==> src/rtl/act_skew_feeder_pkg.sv <==
// Shared configuration for the activation skew feeder: array geometry,
// scratchpad geometry, the activation row type and the feeder FSM states.
package act_skew_feeder_pkg;

  localparam int SUPER_SYS_ROWS   = 16;
  localparam int A_BITWIDTH       = 8;
  localparam int SCRATCHPAD_DEPTH = 128;
  localparam int SP_ADDR_W        = $clog2(SCRATCHPAD_DEPTH);

  typedef logic [SUPER_SYS_ROWS-1:0][A_BITWIDTH-1:0] act_row_t;

  typedef enum logic [1:0] {
    IDLE  = 2'd0,
    FETCH = 2'd1,
    DRAIN = 2'd2
  } feeder_state_t;

endpackage

==> src/rtl/act_skew_feeder_if.sv <==
// Command, scratchpad read port and array-edge signals of the feeder.
// The master modport is the feeder itself; the slave modport is the
// surrounding controller / scratchpad / array side.
interface act_skew_feeder_if
  import act_skew_feeder_pkg::*;
#(
  parameter int SYS_ROWS = SUPER_SYS_ROWS,
  parameter int A_BW     = A_BITWIDTH,
  parameter int ADDR_W   = SP_ADDR_W
);

  logic                     start_i;
  logic [ADDR_W-1:0]        base_addr_i;
  logic [ADDR_W:0]          num_rows_i;
  logic                     stall_i;
  logic                     sp_rd_en_o;
  logic [ADDR_W-1:0]        sp_rd_addr_o;
  logic [SYS_ROWS*A_BW-1:0] sp_rd_data_i;
  logic [SYS_ROWS*A_BW-1:0] act_o;
  logic [SYS_ROWS-1:0]      act_valid_o;
  logic                     busy_o;
  logic                     done_o;

  modport master (
    input  start_i, base_addr_i, num_rows_i, stall_i, sp_rd_data_i,
    output sp_rd_en_o, sp_rd_addr_o, act_o, act_valid_o, busy_o, done_o
  );

  modport slave (
    output start_i, base_addr_i, num_rows_i, stall_i, sp_rd_data_i,
    input  sp_rd_en_o, sp_rd_addr_o, act_o, act_valid_o, busy_o, done_o
  );

endinterface

==> src/rtl/act_skew_feeder_skew.sv <==
// Enable-gated shift chain carrying one activation lane plus its valid bit.
// Data entering without valid is stored as zero so the chain output is
// already zero-masked for idle slots.
module skew_delay_line #(
  parameter int DEPTH_R = 1,
  parameter int W       = 8
) (
  input  logic         clk,
  input  logic         rst_n,
  input  logic         en,
  input  logic [W-1:0] d,
  input  logic         d_valid,
  output logic [W-1:0] q,
  output logic         q_valid
);

  logic [W-1:0]       data_r [DEPTH_R];
  logic [DEPTH_R-1:0] valid_r;

  // Shift data and valid one stage per enabled cycle; hold otherwise.
  always_ff @(posedge clk or negedge rst_n) begin
    if (!rst_n) begin
      for (int i = 0; i < DEPTH_R; i++) begin
        data_r[i] <= '0;
      end
      valid_r <= '0;
    end else if (en) begin
      data_r[0]  <= d_valid ? d : '0;
      valid_r[0] <= d_valid;
      for (int i = 1; i < DEPTH_R; i++) begin
        data_r[i]  <= data_r[i-1];
        valid_r[i] <= valid_r[i-1];
      end
    end
  end

  assign q       = data_r[DEPTH_R-1];
  assign q_valid = valid_r[DEPTH_R-1];

endmodule

==> src/rtl/act_skew_feeder.sv <==
// Streams scratchpad rows into the west edge of the systolic array with a
// diagonal skew (lane r delayed r cycles behind lane 0), then drains the
// chains and pulses done once the last lane has emptied.
module act_skew_feeder
  import act_skew_feeder_pkg::*;
#(
  parameter int SYS_ROWS = SUPER_SYS_ROWS,
  parameter int A_BW     = A_BITWIDTH,
  parameter int DEPTH    = SCRATCHPAD_DEPTH,
  parameter int ADDR_W   = $clog2(DEPTH)
) (
  input  logic              clk,
  input  logic              rst_n,
  act_skew_feeder_if.master bus
);

  localparam int                DRAIN_W  = $clog2(SYS_ROWS + 2);
  localparam logic [ADDR_W:0]   MAX_ROWS = (ADDR_W+1)'(DEPTH);
  localparam logic [DRAIN_W-1:0] DRAIN_LAST = DRAIN_W'(SYS_ROWS);

  feeder_state_t       state_r, state_s;
  logic [ADDR_W-1:0]   base_r, base_s;
  logic [ADDR_W:0]     count_r, count_s;
  logic [ADDR_W:0]     k_r, k_s;
  logic [DRAIN_W-1:0]  drain_cnt_r, drain_cnt_s;
  logic                done_r, done_s;
  logic                busy_r;
  logic                rd_en_s;
  logic                rd_issued_r;
  logic                shift_en_s;
  logic [ADDR_W:0]     req_rows_s;
  logic [A_BW-1:0]     lane_data_s [SYS_ROWS];
  logic [SYS_ROWS-1:0] lane_valid_s;

  // Requests beyond the scratchpad size read every row exactly once.
  function automatic logic [ADDR_W:0] clamp_rows(input logic [ADDR_W:0] n);
    if (n > MAX_ROWS) begin
      return MAX_ROWS;
    end else begin
      return n;
    end
  endfunction

  assign req_rows_s = clamp_rows(bus.num_rows_i);

  // Next-state, read issue and completion decode for the feeder FSM.
  always_comb begin
    state_s     = state_r;
    base_s      = base_r;
    count_s     = count_r;
    k_s         = k_r;
    drain_cnt_s = drain_cnt_r;
    done_s      = 1'b0;
    rd_en_s     = 1'b0;
    case (state_r)
      IDLE: begin
        // done_r high means this is the completion cycle: starts are dropped.
        if (bus.start_i && !done_r) begin
          base_s      = bus.base_addr_i;
          count_s     = req_rows_s;
          k_s         = '0;
          drain_cnt_s = '0;
          if (req_rows_s == '0) begin
            done_s  = 1'b1;
            state_s = IDLE;
          end else begin
            state_s = FETCH;
          end
        end else begin
          state_s = IDLE;
        end
      end
      FETCH: begin
        if (!bus.stall_i) begin
          rd_en_s = 1'b1;
          if ((k_r + (ADDR_W+1)'(1)) == count_r) begin
            k_s         = '0;
            drain_cnt_s = '0;
            state_s     = DRAIN;
          end else begin
            k_s = k_r + (ADDR_W+1)'(1);
          end
        end else begin
          rd_en_s = 1'b0;
        end
      end
      DRAIN: begin
        // One cycle for the final read data plus one per lane of skew.
        if (!bus.stall_i) begin
          if (drain_cnt_r == DRAIN_LAST) begin
            drain_cnt_s = '0;
            done_s      = 1'b1;
            state_s     = IDLE;
          end else begin
            drain_cnt_s = drain_cnt_r + DRAIN_W'(1);
          end
        end else begin
          drain_cnt_s = drain_cnt_r;
        end
      end
      default: begin
        state_s = IDLE;
      end
    endcase
  end

  // FSM, command latches, counters and the registered status outputs.
  always_ff @(posedge clk or negedge rst_n) begin
    if (!rst_n) begin
      state_r     <= IDLE;
      base_r      <= '0;
      count_r     <= '0;
      k_r         <= '0;
      drain_cnt_r <= '0;
      done_r      <= 1'b0;
      busy_r      <= 1'b0;
    end else begin
      state_r     <= state_s;
      base_r      <= base_s;
      count_r     <= count_s;
      k_r         <= k_s;
      drain_cnt_r <= drain_cnt_s;
      done_r      <= done_s;
      busy_r      <= (state_s != IDLE);
    end
  end

  // Chains advance on every non-stalled cycle; a stall in IDLE is ignored.
  assign shift_en_s = !bus.stall_i || (state_r == IDLE);

  // Marks that sp_rd_data_i holds a fresh row; held across stalls because
  // the scratchpad keeps its output while rd_en is low.
  always_ff @(posedge clk or negedge rst_n) begin
    if (!rst_n) begin
      rd_issued_r <= 1'b0;
    end else if (shift_en_s) begin
      rd_issued_r <= rd_en_s;
    end
  end

  for (genvar r = 0; r < SYS_ROWS; r++) begin : g_lane
    skew_delay_line #(
      .DEPTH_R (r + 1),
      .W       (A_BW)
    ) u_line (
      .clk     (clk),
      .rst_n   (rst_n),
      .en      (shift_en_s),
      .d       (bus.sp_rd_data_i[r*A_BW +: A_BW]),
      .d_valid (rd_issued_r),
      .q       (lane_data_s[r]),
      .q_valid (lane_valid_s[r])
    );
    assign bus.act_o[r*A_BW +: A_BW] = lane_data_s[r];
  end

  assign bus.act_valid_o  = lane_valid_s;
  assign bus.sp_rd_en_o   = rd_en_s;
  assign bus.sp_rd_addr_o = rd_en_s ? (base_r + k_r[ADDR_W-1:0]) : '0;
  assign bus.busy_o       = busy_r;
  assign bus.done_o       = done_r;

endmodule

==> src/flat_wrapper.sv <==
// flat-port wrapper written by rule: the top's interface ports become plain ports
module act_skew_feeder_flat import act_skew_feeder_pkg::*;
#(
  parameter int SYS_ROWS = SUPER_SYS_ROWS,
  parameter int A_BW     = A_BITWIDTH,
  parameter int DEPTH    = SCRATCHPAD_DEPTH,
  parameter int ADDR_W   = $clog2(DEPTH)
)
  (clk, rst_n, bus_start_i, bus_base_addr_i, bus_num_rows_i, bus_stall_i, bus_sp_rd_data_i, bus_sp_rd_en_o, bus_sp_rd_addr_o, bus_act_o, bus_act_valid_o, bus_busy_o, bus_done_o);
  act_skew_feeder_if #(.SYS_ROWS(SYS_ROWS), .A_BW(A_BW), .ADDR_W(ADDR_W)) bus_i ();
  input  logic clk;
  input  logic rst_n;
  input wire logic [$bits(bus_i.start_i)-1:0] bus_start_i;
  input wire logic [$bits(bus_i.base_addr_i)-1:0] bus_base_addr_i;
  input wire logic [$bits(bus_i.num_rows_i)-1:0] bus_num_rows_i;
  input wire logic [$bits(bus_i.stall_i)-1:0] bus_stall_i;
  input wire logic [$bits(bus_i.sp_rd_data_i)-1:0] bus_sp_rd_data_i;
  output wire logic [$bits(bus_i.sp_rd_en_o)-1:0] bus_sp_rd_en_o;
  output wire logic [$bits(bus_i.sp_rd_addr_o)-1:0] bus_sp_rd_addr_o;
  output wire logic [$bits(bus_i.act_o)-1:0] bus_act_o;
  output wire logic [$bits(bus_i.act_valid_o)-1:0] bus_act_valid_o;
  output wire logic [$bits(bus_i.busy_o)-1:0] bus_busy_o;
  output wire logic [$bits(bus_i.done_o)-1:0] bus_done_o;
  assign bus_i.start_i = bus_start_i;
  assign bus_i.base_addr_i = bus_base_addr_i;
  assign bus_i.num_rows_i = bus_num_rows_i;
  assign bus_i.stall_i = bus_stall_i;
  assign bus_i.sp_rd_data_i = bus_sp_rd_data_i;
  assign bus_sp_rd_en_o = bus_i.sp_rd_en_o;
  assign bus_sp_rd_addr_o = bus_i.sp_rd_addr_o;
  assign bus_act_o = bus_i.act_o;
  assign bus_act_valid_o = bus_i.act_valid_o;
  assign bus_busy_o = bus_i.busy_o;
  assign bus_done_o = bus_i.done_o;
  act_skew_feeder #(.SYS_ROWS(SYS_ROWS), .A_BW(A_BW), .DEPTH(DEPTH), .ADDR_W(ADDR_W)) u_core (.clk(clk), .rst_n(rst_n), .bus(bus_i));
endmodule
==> config.mk <==
export PLATFORM = sky130hd
export DESIGN_NAME = act_skew_feeder_flat
export DESIGN_NICKNAME = d
export VERILOG_FILES = /design/src/rtl/act_skew_feeder_pkg.sv /design/src/rtl/act_skew_feeder_if.sv /design/src/rtl/act_skew_feeder_skew.sv /design/src/rtl/act_skew_feeder.sv /design/src/flat_wrapper.sv
export SDC_FILE = /design/constraint.sdc
export NUM_CORES = 2
export LEC_CHECK = 0
export ABC_AREA = 0
export CAP_MARGIN = 20
export CORE_MARGIN = 2
export CORE_UTILIZATION = 32
export CTS_CLUSTER_SIZE = 28
export DETAILED_ROUTE_END_ITERATION = 10
export DONT_BUFFER_PORTS = 1
export PLACE_DENSITY = 0.51
export SETUP_SLACK_MARGIN = 0.15
export SYNTH_ARGS = -nofsm -noshare
export SYNTH_HDL_FRONTEND = slang
export SYNTH_SLANG_ARGS = --single-unit
==> constraint.sdc <==
create_clock -name clk -period 3.35 [get_ports clk]
set_input_delay 0.67 -clock clk [delete_from_list [all_inputs] [get_ports clk]]
set_output_delay 0.67 -clock clk [all_outputs]
set_load 0.02 [all_outputs]
==> flow_metrics.env <==
export IMPL_status="finished, violations left"
export IMPL_violations="hold timing, setup timing"
export IMPL_fin_tns_setup_ps=-21.1
export IMPL_via_count=29800
export IMPL_synthTopCellsByCount="nand2_1, dfrtp_1, clkbuf_1"
export IMPL_ys_flop_type="dfrtp_1"
export IMPL_required_ps=2680
export IMPL_drtPass1Iterations=5
export IMPL_synth_top_area_cell="dfrtp_1"
export IMPL_synth_net_count=5186
export IMPL_fin_ws_ps=-21.1
export IMPL_crit_start="u_core.k_r[0]"
export IMPL_cpMostUsedCell="a21oi_2"
export IMPL_htreeDepth=4
export IMPL_fin_util_pct=36.9
export IMPL_ir_drop_uv=429
export IMPL_cp_max_fo=2
export IMPL_worstPathArrival_ps=2700
export IMPL_antenna_found_initial=3
export IMPL_cp_cell_sequence="ha_4 -> fa_2 -> a21o_1 -> a21oi_2 -> o21bai_2 -> a21oi_2 -> xnor2_1 -> nor2_2 -> buf_6"
export IMPL_worstMarginPinSlew_ps=1330
export IMPL_crit_type="register to output port"
export IMPL_placementRows=136
export IMPL_grt_first_pass_wirelength_um=152000
export IMPL_rsz0062_at_grt="yes"
export IMPL_cts_buffer_depth=3
export IMPL_p_per_area_mw_per_mm2=913
export IMPL_cts_buffers=132
export IMPL_clock_sinks=1137
export IMPL_finalPower_uw=46300
export IMPL_yosysWarnings=0
export IMPL_critPathLaunchType="register"
export IMPL_fillers=14100
export IMPL_dieArea_mm2=0.141
export IMPL_netlist_area_mm2=0.0443
export IMPL_tritoncts="built"
export IMPL_area_delta_synth_final_pct=14.6
export IMPL_yosysSeqAreaShare_pct=64.3
export IMPL_syn_area_per_cell_um2=8.81
export IMPL_drc=0
export IMPL_synth_edf_count=0
export IMPL_relSlewSlack_pct=11.2
export IMPL_totalWireLength_um=89100
export IMPL_track_usage_pct=12.8
export IMPL_min_period_ps=3370
export IMPL_ant_nets=0
export IMPL_multi_input_area_mm2=0.0138
export IMPL_cts_hold_buffers=94
export IMPL_setup_violations=1
export IMPL_ff_latch_area_mm2=0.0285
export IMPL_timing_hold_ws_ps=-363
export IMPL_async_flop_share_pct=100
export IMPL_max_stage_delay_ps=420
export IMPL_grt_pass1_vias=28900
export IMPL_ys_types=48
export IMPL_slowest_stage="dfrtp_2"
export IMPL_r2r_start="u_core.k_r[0]"
export IMPL_postSynthCellCount=5029
export IMPL_drv_slew=0
export IMPL_io_pins=301
export IMPL_path_clk_slew_ps=60
export IMPL_synth_seq_cells=1137
export IMPL_clock_skew_ps=20.4
export IMPL_nets=5071
export IMPL_endpoint_kind="output port"
export IMPL_clk_latency_ps=740
export IMPL_dp_slack_ps=197
export IMPL_fp_dieW_um=376
export IMPL_start_util_pct=32.2
export IMPL_synthTopCellsByArea="dfrtp_1, nand2_1, buf_4"
export IMPL_finalHoldViolCount=126
export IMPL_drive_above_1_share_pct=5.75
export IMPL_die_y_um=376
export IMPL_io_buffer_count=0
export IMPL_hp_class="input pin to asynchronous set/reset pin"
export IMPL_yosysTopAreaCellShare_pct=64.3
export IMPL_grt_max_degree=1138
export IMPL_vias_per_cell=4.39
export IMPL_fmax_mhz=297
export IMPL_post_drt_wl_per_cell_um=13.1
export IMPL_grt_ovfl_total=0
export IMPL_dp_hpwl_um=49200
export IMPL_synth_most_common_cell="nand2_1"
export IMPL_drtIter0Drc=2423
export IMPL_power_leakage_uw=0.0277
export IMPL_core_area_mm2=0.137
export IMPL_drv_cap=0
export IMPL_finalCritPeriodShare_pct=101
export IMPL_gp_congestion=0.759
export IMPL_root_buffer="clkbuf_16"
## worst max-delay path, delay by kind of cell, from the launching register on
kind	cells	cell delay, ps
AOI/OAI and AO/OA	4	640
DFF	1	420
adders and majority gates	2	510
and+or+nand+nor	1	150
xor gates and xnor gates	1	90
buffers and inverters	1	150
## timing repair
item | 4_1_cts | 5_1_grt
resized for setup | 8 | 3
hold endpoints to repair | 1231 | 126
buffers inserted | 3 | 3
pin swaps | 6 | 4
gates cloned | 0 | 0
endpoints found under the setup margin | 4 | 3
## path summary, 6_finish.rpt
kind / endpoint / slack, ps / cells past startpoint
worst max-delay path: bus_sp_rd_addr_o[6] / -20 / 9
min in group clk: u_core.g_lane[2].u_line.data_r[20] / 90 / 2
worst min-delay path: u_core.g_lane[4].u_line.data_r[34] / -360 / 0
worst min register to register: u_core.g_lane[12].u_line.q[4] / 450 / 2
worst max register to register: u_core.k_r[0] / 900 / 8
max in group asynchronous: u_core.g_lane[12].u_line.data_r[29] / 810 / 3
## through the flow
step | std cells | area, µm²
floorplan | 5029 | 44300
global placement | 6469 | 45200
detailed placement | 6469 | 45200
CTS | 6796 | 50600
global route | 6805 | 50700
finish | 6806 | 50800
## where the power goes
group | internal, µW | leakage, µW | total [µW] | switching, µW
clock | 8530 | 0.00212 | 14400 | 5860
combinational | 3190 | 0.0105 | 8960 | 5770
sequential | 19000 | 0.0151 | 23000 | 3950
## final cells by class
class	instances	area share, %
clock inverter	37	1.05
sequential	1137	56.1
tap	1794	4.42
inverter	8	0.0592
timing repair buffer	156	3.64
multi-input combinational	3479	27.2
antenna	2	0.00986
clock buffer	193	7.54
## sequential cells by signal, indices dropped and copies added, names as in the netlist, 2 cells and up
| register | cells |
|---|---|
| u_core.g_lane.u_line.data_r | 960 |
| u_core.count_r | 8 |
| u_core.g_lane.u_line.q | 128 |
| u_core.base_r | 7 |
| u_core.drain_cnt_r | 5 |
| u_core.k_r | 8 |
| u_core.g_lane.u_line.valid_r | 16 |
| u_core.state_r | 2 |
## cells in the final DEF, fill, tap and decap left out, types with 9 or more instances in the layout
cell type      synthesis  final
dlygate4sd3_1          0     94
mux2_2                 9      9
buf_12                 0     27
nand3_1              134    134
clkbuf_8               0     25
clkbuf_16              0    134
nand2_1             3208   3208
dfrtp_1             1137   1135
clkinv_2               0     11
clkbuf_1             255     34
buf_4                138     29
nand2b_1              11     11
nor2_1                13     11
o21ai_0               18     18
## cell families after synthesis
logic type               Yosys count  share of synthesized area [%]
AND/OR/NAND/NOR                 3396                           29.4
XOR/XNOR                          13                          0.257
multiplexers                      10                          0.251
flip-flops                      1137                           64.3
AO/OA/AOI/OAI                     50                          0.808
adder cells (fa/ha/maj)           10                          0.300
buffers and inverters            413                           4.69
## routing by layer
| layer | vias to the layer above | share of wire, % | track usage (%) |
|---|---|---|---|
| met4 | 2 | 2.3 | 4.38 |
| li1 | 15000 | - | - |
| met2 | 429 | 43 | 18.5 |
| met5 | - | 0.015 | 0 |
| met3 | 152 | 5.2 | 3.40 |
| met1 | 14300 | 50 | 18.4 |
(Power assumes the default switching activity.)
